==> config.mk <==
export PLATFORM = sky130hd
export DESIGN_NAME = pipe_hazard_ctrl
export DESIGN_NICKNAME = d
export VERILOG_FILES = /design/src/rtl/pipe_hazard_ctrl.sv
export SDC_FILE = /design/constraint.sdc
export NUM_CORES = 1
export LEC_CHECK = 0
export BUFFER_PORTS_ARGS = -buffer_cell sky130_fd_sc_hd__clkbuf_2
export CAP_MARGIN = 10
export CORE_MARGIN = 1
export CORE_UTILIZATION = 53
export DETAILED_ROUTE_END_ITERATION = 8
export GPL_ROUTABILITY_DRIVEN = 0
export GPL_TIMING_DRIVEN = 0
export PLACE_DENSITY = 0.79
export SYNTH_ARGS = -nofsm -noshare
export SYNTH_HDL_FRONTEND = slang
export SYNTH_SLANG_ARGS = --single-unit
==> constraint.sdc <==
create_clock -name clk -period 2.4 [get_ports clk]
set_input_delay 0.12 -clock clk [delete_from_list [all_inputs] [get_ports clk]]
set_output_delay 0.12 -clock clk [all_outputs]
set_load 0.02 [all_outputs]
==> src/rtl/pipe_hazard_ctrl.sv <==
// Hazard and sequencing controller for a 5-stage IF/ID/EX/MEM/WB pipeline.
// Tracks the destination registers in flight in EX/MEM/WB and derives
// stall, flush, EX forwarding selects and the ID write-back bypass.
module pipe_hazard_ctrl #(
   parameter int EN_FWD = 1,
   parameter int CNT_W  = 16
) (
   input  logic             clk,
   input  logic             rst,
   input  logic             id_valid,
   input  logic [4:0]       id_rs,
   input  logic [4:0]       id_rt,
   input  logic             id_use_rs,
   input  logic             id_use_rt,
   input  logic [4:0]       id_rw,
   input  logic             id_regwr,
   input  logic             id_memtoreg,
   input  logic             ex_br_taken,
   output logic             pc_en,
   output logic             ifid_en,
   output logic             ifid_flush,
   output logic             idex_flush,
   output logic [1:0]       fwd_a,
   output logic [1:0]       fwd_b,
   output logic             id_byp_a,
   output logic             id_byp_b,
   output logic [CNT_W-1:0] stall_cnt,
   output logic [CNT_W-1:0] flush_cnt
);

   localparam logic             FWD_ON  = (EN_FWD != 0);
   localparam logic [1:0]       SEL_REG = 2'b00;
   localparam logic [1:0]       SEL_MEM = 2'b01;
   localparam logic [1:0]       SEL_WB  = 2'b10;
   localparam logic [CNT_W-1:0] CNT_MAX = '1;
   localparam logic [CNT_W-1:0] CNT_ONE = {{(CNT_W-1){1'b0}}, 1'b1};

   // Scoreboard entries. The load flag only matters while the producer is
   // in EX (load-use), so MEM and WB do not carry it.
   logic       ex_v_reg, ex_regwr_reg, ex_ld_reg;
   logic [4:0] ex_rw_reg;
   logic       mem_v_reg, mem_regwr_reg;
   logic [4:0] mem_rw_reg;
   logic       wb_v_reg, wb_regwr_reg;
   logic [4:0] wb_rw_reg;

   logic [1:0]       fwd_a_reg, fwd_b_reg, fwd_a_next, fwd_b_next;
   logic [CNT_W-1:0] stall_cnt_reg, flush_cnt_reg;

   logic use_a, use_b;
   logic ex_wa, ex_wb, mem_wa, mem_wb, wb_wa, wb_wb;
   logic raw_ex, raw_mem, raw_wb, stall_raw;
   logic stall, flush;

   // Register 0 is hard-wired, so a write to it never creates a dependency.
   function automatic logic writes(input logic v, input logic regwr,
                                   input logic [4:0] rw, input logic [4:0] r);
      return v & regwr & (rw == r) & (r != 5'd0);
   endfunction

   // Hazard detection against the scoreboard; reset and flush mask the stall.
   always_comb begin
      use_a     = id_valid & id_use_rs;
      use_b     = id_valid & id_use_rt;
      ex_wa     = writes(ex_v_reg,  ex_regwr_reg,  ex_rw_reg,  id_rs);
      ex_wb     = writes(ex_v_reg,  ex_regwr_reg,  ex_rw_reg,  id_rt);
      mem_wa    = writes(mem_v_reg, mem_regwr_reg, mem_rw_reg, id_rs);
      mem_wb    = writes(mem_v_reg, mem_regwr_reg, mem_rw_reg, id_rt);
      wb_wa     = writes(wb_v_reg,  wb_regwr_reg,  wb_rw_reg,  id_rs);
      wb_wb     = writes(wb_v_reg,  wb_regwr_reg,  wb_rw_reg,  id_rt);
      raw_ex    = (ex_wa  & use_a) | (ex_wb  & use_b);
      raw_mem   = (mem_wa & use_a) | (mem_wb & use_b);
      raw_wb    = (wb_wa  & use_a) | (wb_wb  & use_b);
      // With forwarding only a load still in EX cannot be served in time;
      // without it every in-flight producer (WB included, since the register
      // file has no internal bypass) blocks the consumer.
      stall_raw = FWD_ON ? (ex_ld_reg & raw_ex) : (raw_ex | raw_mem | raw_wb);
      flush     = ex_br_taken & ~rst;
      stall     = stall_raw & ~flush & ~rst;
   end

   assign pc_en      = ~stall;
   assign ifid_en    = ~stall;
   assign ifid_flush = flush;
   assign idex_flush = flush | stall;
   assign id_byp_a   = FWD_ON & wb_wa & id_use_rs & ~rst;
   assign id_byp_b   = FWD_ON & wb_wb & id_use_rt & ~rst;
   assign fwd_a      = fwd_a_reg;
   assign fwd_b      = fwd_b_reg;
   assign stall_cnt  = stall_cnt_reg;
   assign flush_cnt  = flush_cnt_reg;

   // Forward selects for the instruction about to enter EX; nearest producer wins.
   always_comb begin
      fwd_a_next = SEL_REG;
      fwd_b_next = SEL_REG;
      if (FWD_ON && id_valid && !stall && !flush) begin
         if (ex_wa)       fwd_a_next = SEL_MEM;
         else if (mem_wa) fwd_a_next = SEL_WB;
         if (ex_wb)       fwd_b_next = SEL_MEM;
         else if (mem_wb) fwd_b_next = SEL_WB;
      end
   end

   // Scoreboard shift, registered forward selects and saturating counters.
   always_ff @(posedge clk) begin
      if (rst) begin
         ex_v_reg      <= 1'b0;
         ex_regwr_reg  <= 1'b0;
         ex_ld_reg     <= 1'b0;
         ex_rw_reg     <= 5'd0;
         mem_v_reg     <= 1'b0;
         mem_regwr_reg <= 1'b0;
         mem_rw_reg    <= 5'd0;
         wb_v_reg      <= 1'b0;
         wb_regwr_reg  <= 1'b0;
         wb_rw_reg     <= 5'd0;
         fwd_a_reg     <= SEL_REG;
         fwd_b_reg     <= SEL_REG;
         stall_cnt_reg <= '0;
         flush_cnt_reg <= '0;
      end else begin
         wb_v_reg      <= mem_v_reg;
         wb_regwr_reg  <= mem_regwr_reg;
         wb_rw_reg     <= mem_rw_reg;
         mem_v_reg     <= ex_v_reg;
         mem_regwr_reg <= ex_regwr_reg;
         mem_rw_reg    <= ex_rw_reg;
         ex_v_reg      <= id_valid & ~stall & ~flush;
         ex_regwr_reg  <= id_regwr;
         ex_ld_reg     <= id_memtoreg;
         ex_rw_reg     <= id_rw;
         fwd_a_reg     <= fwd_a_next;
         fwd_b_reg     <= fwd_b_next;
         if (stall && stall_cnt_reg != CNT_MAX)
            stall_cnt_reg <= stall_cnt_reg + CNT_ONE;
         if (flush && flush_cnt_reg != CNT_MAX)
            flush_cnt_reg <= flush_cnt_reg + CNT_ONE;
      end
   end

endmodule

==> results.txt, run 1 <==
The maximum single-stage delay on the critical path was 420 ps; the wire length reported by the detailed router was 6190 µm. For this run, the top clock speed supported by timing is 0.427 GHz. The switching power of the nets was 442 µW; the part of the total power dissipated in the clock network was 0.427.

The total negative slack for setup checks was 0 ps; the number of nets in the layout was 417. The synthesized area per cell was 8.85 µm²; the pre-CTS setup slack was 127 ps. The tool flagged a number of max-cap violations equal to 0. The part of the cycle the worst path needs came out at 0.977.

The worst max-slew margin expressed relative to the limit is 0.469. The switching power as a share of total power was 0.223. The number of nets handed over by synthesis was 338.

The met2 track utilization from global routing is 0.404. Buffers inserted during clock tree synthesis total 9. During I/O placement, the number of pins put on the boundary was 65.

Maximum number of pins on one net before global-route repair: 21. In the final routed layout, each cell accounts on average for 13.4 µm. At the pin with the least slew margin, the transition time is 788 ps.

The cell count of the worst hold path came out at 2. The post-synthesis to final-layout area growth is 23.5%, and the number of diodes added for antenna fixing is 0. For this design the static power due to leakage is 0.00133 µW. The critical path goes through xor2_1 > nor4_2 > nor4b_4 > buf_4 > nor2_2 > nor4b_1 > mux2_2. The final number of setup-violating endpoints is 0, and the count of TritonRoute iterations in the first routing pass is 4.

TritonCTS built the clock tree. For the total of fill cells in the finished design, the log shows 418. The overall global routing resource usage is 0.246, and the global routing met3 resource utilization is 0.0854. Predominant post-synthesis flop cell: sky130_fd_sc_hd__dfxtp_1. The buffers plus inverters on the worst setup path is 1, and the synthesized instance count is 313. The cell depth of the worst setup path is 7, and the critical path data arrival time is 2570 ps. The tools report the total number of H-tree levels as 3. In this run the worst hold path is classified as in -> reg. In this run, synthesis produced a sequential element count of 58. The async set-reset flop share out of synthesis came out at 0. For this block, the initial DRC count from the detailed router was 122. The run gives 7.50 ps as the worst slack on hold paths.

Between clock sinks in the finished design, the worst skew comes to 5.16 ps. STA puts the critical path data required time at 2620 ps. After clock tree synthesis, the clock-pin slew on the worst setup and hold paths is 60 ps. In this run the tool buffered the top-level ports with 64 buffer cells. The sequential cell fraction of total power was 0.502; the number of distinct standard cells referenced by the synthesized netlist was 42.

The logs give 0 for the residual overflow from global routing and 4880 µm² for the core outline area. The first global-routing pass estimated 10100 µm of wire. Yosys mapped a number of flops with a built-in enable equal to 0.

The root cell of the clock tree is sky130_fd_sc_hd__clkbuf_8. Leaving out filler cells and counting taps, the final layout contains 463. Of all nets on the critical path, the largest fanout is 7. The critical path in this run is classified as reg -> reg.

The top cell family by delay on the critical path is simple AND/OR/NAND/NOR gates. The flow ran to the end, and the final reports show no timing, DRC or antenna violations. The fraction of final layout cells with drive strength greater than 1 works out to 0.237. The tools report the via count of the routed design as 2492. In this run the register-to-register setup slack is 60 ps. Setup repair after global routing could not meet its margin everywhere. The cell-internal power came out at 1540 µW. The initial core utilization is 0.567.

The smallest setup slack after layout was 55.7 ps; the power density over the cells was 581 nW/µm². No sink is reached through more buffers than the 2 on the longest clock path. The die covers 5520 µm².

The commonest non-fill, non-tap cell in the layout is sky130_fd_sc_hd__clkbuf_2. The vertical die dimension was 74.3 µm. The library cells used most frequently in the layout, excluding fill and tap cells, are 65 x sky130_fd_sc_hd__clkbuf_2, 57 x sky130_fd_sc_hd__dfxtp_1, 25 x sky130_fd_sc_hd__nor2b_1, 24 x sky130_fd_sc_hd__nor2_1, 22 x sky130_fd_sc_hd__nand2_1. For the count of endpoints failing hold in the final timing report, the log shows 0.

The total of warnings raised by yosys is 0, and the via count of the first global-routing pass is 2246. After detailed routing, the number of vias per cell comes to 5.38. The sequential fraction of the synthesis area came out at 0.419.

The layer carrying the most global-route usage was met2. The tools report the row count as 25. In this run the horizontal extent of the chip is 74.3 µm. Number of cells after detailed placement: 444. The smallest clock period supported by the final layout is computed as 2340 ps.

Clock latency on the worst-skew pair, taken at its later pin, is 330 ps. The critical-path cell with the highest stage delay was sky130_fd_sc_hd__nor4b_1. In this run the remaining antenna-violating nets after routing total 0. STA classifies the critical path startpoint as a flop. Of all cell types, the one taking the most synthesized area is sky130_fd_sc_hd__dfxtp_1. Fraction of met1 tracks used by global routing: 0.304. The initial antenna violation count came out at 0.

Endpoint kind of the worst setup timing path: a flop. For the worst flop-to-flop path, the logic depth is 7. VDD sags by at most 0.000383 V. The tools report the share of total power in combinational logic as 0.070.

Yosys attributes the largest share of cell area to sky130_fd_sc_hd__dfxtp_1 42%, sky130_fd_sc_hd__xnor2_1 6.0%, sky130_fd_sc_hd__xor2_1 6.0%, sky130_fd_sc_hd__nor2b_1 5.6%, sky130_fd_sc_hd__nor2_1 3.4%. The logs give 58 for the sink count of the clock tree and 2770 µm² for the combined area of all synthesized cells. The wire-length estimate of the detail-placed layout is 4580 µm. The area share of the largest cell type after synthesis was 0.419.

The post-detailed-route DRC marker count came out at 0. The max-slew violation total from the final report was 0.
-- per-stage QoR --
stage	utilization	total power, µW	cell area (µm²)
3_3_place_gp	0.650	1150	3170
4_1_cts	0.695	2010	3390
3_5_place_dp	0.650	1150	3170
2_1_floorplan	-	1100	2770
5_1_grt	0.701	2070	3420
6_report	0.701	1990	3420
-- cells in the mapped netlist (3+ instances only) --
cell / count
sky130_fd_sc_hd__nand3_1: 10
sky130_fd_sc_hd__o31ai_1: 5
sky130_fd_sc_hd__nor2_1: 25
sky130_fd_sc_hd__nand4_1: 9
sky130_fd_sc_hd__mux2_2: 4
sky130_fd_sc_hd__a21oi_1: 15
sky130_fd_sc_hd__xor2_1: 19
sky130_fd_sc_hd__nor3_1: 13
sky130_fd_sc_hd__and2_1: 4
sky130_fd_sc_hd__nor2b_1: 25
sky130_fd_sc_hd__nand2_1: 22
sky130_fd_sc_hd__nor4_1: 8
sky130_fd_sc_hd__dfxtp_1: 58
sky130_fd_sc_hd__inv_1: 5
sky130_fd_sc_hd__o21ai_0: 11
sky130_fd_sc_hd__and4_1: 7
sky130_fd_sc_hd__clkbuf_1: 7
sky130_fd_sc_hd__or3_1: 9
sky130_fd_sc_hd__or4_1: 7
sky130_fd_sc_hd__and3_1: 5
sky130_fd_sc_hd__xnor2_1: 19
sky130_fd_sc_hd__nand2b_1: 3
-- final cells by class --
type | instances | area [µm²] | area share
multi-input cells | 240 | 1550 | 0.455
well taps | 67 | 83.8 | 0.0245
flip-flops and latches | 58 | 1160 | 0.340
repair buffers | 69 | 368 | 0.108
inverters | 5 | 18.8 | 0.00549
plain buffers | 9 | 46.3 | 0.0135
clock inverters | 3 | 40.0 | 0.0117
clock buffers | 12 | 145 | 0.0425
-- worst paths after layout --
| path | start | end |
|---|---|---|
| max | ex_rw_reg[4] | stall_cnt[6] |
| max reg2reg | ex_rw_reg[4] | stall_cnt[6] |
| min | id_rw[0] | ex_rw_reg[0] |
| min reg2reg | ex_v_reg | mem_v_reg |
-- worst reg2reg max path, delay by kind of cell, from the launching register on --
kind                      cells  cell delay (ps)
and+or+nand+nor               4             1180
xor gates and xnor gates      1              160
muxes                         1              370
buffers and inverters         1              190
DFF                           1              330
-- power groups by stage --
stage               logic (µW)  registers (µW)  clock network (µW)
floorplan                 77.5            1020                   0
finish                     140             998                 848
detailed placement         134            1020                   0
CTS                        139             997                 870
global placement           132            1020                   0
global route               153            1000                 918
-- cell families after synthesis --
logic type,count (synthesis),share of synthesized area
AND/OR/NAND/NOR,156,0.322
flip-flops,58,0.419
AO/OA/AOI/OAI,38,0.0813
XOR/XNOR,38,0.120
buffers and inverters,15,0.0249
multiplexers,6,0.0235
adder cells (fa/ha/maj),2,0.00904
-- metal layers --
metal / vias to the layer above / routed length [µm]
met5: - / 0
met4: 0 / 46
met3: 4 / 313
met2: 70 / 2960
met1: 1159 / 2870
li1: 1259 / -
-- what timing repair did --
item | in CTS | in global routing
endpoints found under the setup margin | 2 | 9
hold buffers | 3 | 1
endpoints found under the hold margin | 3 | 1
pin swaps | 1 | 2
resized for setup | 0 | 6
buffers inserted | 1 | 0
No activity file was read; power rests on OpenSTA's default activity.
==> run 2: changes to the inputs <==
Settings changed: CORE_UTILIZATION 53 to 55, PLACE_DENSITY 0.79 to 0.81.
Clock period 2.4 ns to 2.8 ns, I/O delays scaled along.
==> results.txt, run 2 (same netlist as run 1, synthesis figures left out) <==
The insertion delay of the later-clocked pin in the worst-skew pair was 330 ps (about the same). The overall global routing resource usage came out at 0.255 (+0.00894). The path class of the tightest hold or removal check is in -> reg.

The total of buffers placed on input and output ports was 64 (unchanged); the count of TritonRoute iterations in the first routing pass was 5 (+1). The via count normalized by instance count was 5.55 (+3.2%). The logs give 0 (unchanged) for the residual overflow from global routing and 5320 µm² (-3.5%) for the die area. For the pre-CTS setup slack, the log shows 510 ps (+383 ps). The largest voltage drop on the vdd net is 0.000354 V (-7.5%). The initial antenna violation count was 0 (unchanged). The critical path launch point was ex_rw_reg[4]. The number of diodes added for antenna fixing is 0 (unchanged), and the buffers plus inverters on the worst setup path is 4 (+3). The area of all sequential standard cells is 1160 µm² (-0.11%), and the cell depth of the worst setup path is 8 (+1).

The tools report the via count of the routed design as 2555 (+2.5%). The worst slack on hold paths is 17.0 ps (+9.54 ps). The sink count of the clock tree was 58 (unchanged). The library cell used most frequently in the layout, excluding fill and tap cells, is sky130_fd_sc_hd__clkbuf_2. Length in cells of the worst reg-to-reg path: 6 (-1). The core outline area was 4790 µm² (-1.9%). Initial core utilization: 0.579 (+0.0111). The power density over the cells came out at 543 nW/µm² (-6.5%).

The residual antenna-violating net count after detailed routing was 0 (unchanged); the total of fill cells in the finished design was 409 (-2.2%). The run gives 0.549 (+0.0804) as the worst max-slew margin expressed relative to the limit. Clock tree synthesis selected as its root buffer the cell sky130_fd_sc_hd__clkbuf_8. Compared with the post-synthesis result, the final layout area differs by 22.9%. The tools report the wire length of the first global-routing pass as 10200 µm (+0.82%).

The smallest setup slack after layout is 276 ps (+220 ps). The total leakage power is 0.00133 µW (-0.33%), and the critical-path maximum fanout is 11 (+4). The final HPWL from detailed placement was 4560 µm (-0.45%); the I/O pin total was 65 (unchanged).

The post-layout minimum cycle time is 2520 ps. Endpoint kind of the worst setup timing path: an output pin. The run gives 3 (unchanged) as the total number of H-tree levels. The clock tree skew after final layout was 6.30 ps (+1.14 ps); the maximum single-stage delay on the critical path was 380 ps (-40 ps). The post-detailed-route DRC marker count came out at 0 (unchanged). The part of the cycle the worst path needs was 0.902; the routed wire length per instance was 13.7 µm (+2.6%).

The transition time at the pin with the least slew margin was 669 ps (-119 ps). The clock transition at the register clock pins on the worst setup and hold paths after CTS is 70 ps (about the same). The launch point of the worst hold path is id_rw[1]. The run gives 0 (unchanged) as the max-slew violation total from the final report. The worst setup path is launched from a flop.

The critical path is of the reg -> out type. The fraction of final layout cells with drive strength greater than 1 is 0.232 (-0.00582). The tools report the count of endpoints failing hold in the final timing report as 0 (unchanged). The maximum number of pins on one net before global-route repair was 12 (-43%). The width of the die is 73.0 µm (-1.8%), and the maximum count of clock buffers along a single path is 2 (unchanged). Setup repair after global routing left no endpoint under its margin.

The number of cells upsized or downsized after cts is 0 (unchanged). The count of hold-fix buffers inserted at cts is 0 (-3). The flow ran to the end, and the final reports show no timing, DRC or antenna violations. The tools report the row count as 25 (unchanged). The starting DRC count in detailed routing was 240 (+97%); the number of buffers added by the clock tree synthesis step was 9 (unchanged). TritonCTS built the clock tree.

Leaving out fill and tap cells, the most frequent cells in the layout are 64 x sky130_fd_sc_hd__clkbuf_2, 58 x sky130_fd_sc_hd__dfxtp_1, 25 x sky130_fd_sc_hd__nor2_1, 25 x sky130_fd_sc_hd__nor2b_1, 22 x sky130_fd_sc_hd__nand2_1. The critical-path cell with the highest stage delay was sky130_fd_sc_hd__nor4_2. The number of setup buffers added after CTS came out at 0 (-1). The top cell family by delay on the critical path was simple AND/OR/NAND/NOR gates. For this run, the top clock speed supported by timing is 0.396 GHz.

The total negative slack for setup checks is 0 ps (unchanged), and the number of nets in the layout is 413 (-0.96%). The tools report the final number of setup-violating endpoints as 0 (unchanged). In this run the critical register-to-register path is launched from ex_rw_reg[4].

The vertical die dimension was 73.0 µm (-1.8%); the critical path data required time was 2660 ps (+40 ps). The cell count of the worst hold path came out at 2 (unchanged). For the critical path data arrival time, the log shows 2380 ps (-190 ps). The signal on the critical path passes through xor2_1 > nor4_2 > nor4b_4 > o21ai_2 > buf_6 > buf_2 > buf_4 > clkbuf_2. Reported max-cap violation count: 0 (unchanged). The wire length reported by the detailed router came out at 6300 µm (+1.9%).

The via count of the first global-routing pass is 2301 (+2.4%), and the multi-input logic area is 1540 µm² (-0.97%).
[run 2: metrics by stage]
stage | total power, µW | cell area [µm²] | util | std cells
detailed placement | 987 | 3170 | 0.663 | 444
global placement | 984 | 3170 | 0.663 | 444
global route | 1910 | 3400 | 0.711 | 460
finish | 1850 | 3400 | 0.711 | 460
CTS | 1860 | 3400 | 0.711 | 460
floorplan | 940 | 2770 | - | 313
[run 2: final timing paths]
check / slack (ps) / to
worst max register to register: 440 / stall_cnt[6]
worst min register to register: 460 / wb_regwr_reg
worst min-delay path: 20 / ex_rw_reg[1]
worst max-delay path: 280 / pc_en
[run 2: final cells by class]
| class | instances | area share |
|---|---|---|
| Clock inverter | 4 | 0.0217 |
| Timing Repair Buffer | 64 | 0.0942 |
| Inverter | 5 | 0.00552 |
| Sequential cell | 58 | 0.341 |
| Clock buffer | 12 | 0.0456 |
| Buffer | 10 | 0.0147 |
| Multi-Input combinational cell | 240 | 0.452 |
| Tap cell | 67 | 0.0246 |
[run 2: worst reg2reg max path, stage by stage (launching register included)]
cell	delay, ps
sky130_fd_sc_hd__dfxtp_1	340
sky130_fd_sc_hd__xor2_1	170
sky130_fd_sc_hd__nor4_2	380
sky130_fd_sc_hd__nor4b_4	370
sky130_fd_sc_hd__nor2_1	200
sky130_fd_sc_hd__nor4b_1	400
sky130_fd_sc_hd__mux2_2	390
[run 2: layer usage]
metal,vias up,wire (µm),global-route usage
met1,1192,2890,0.315
met5,-,0,0
met4,0,112,0.142
met3,11,315,0.0539
met2,95,2980,0.415
li1,1257,-,-
[run 2: where the power goes]
group | switching (µW) | total, µW | internal (µW)
logic | 66.1 | 117 | 50.6
registers | 14.3 | 855 | 841
clock network | 326 | 876 | 550
total | 407 | 1850 | 1440
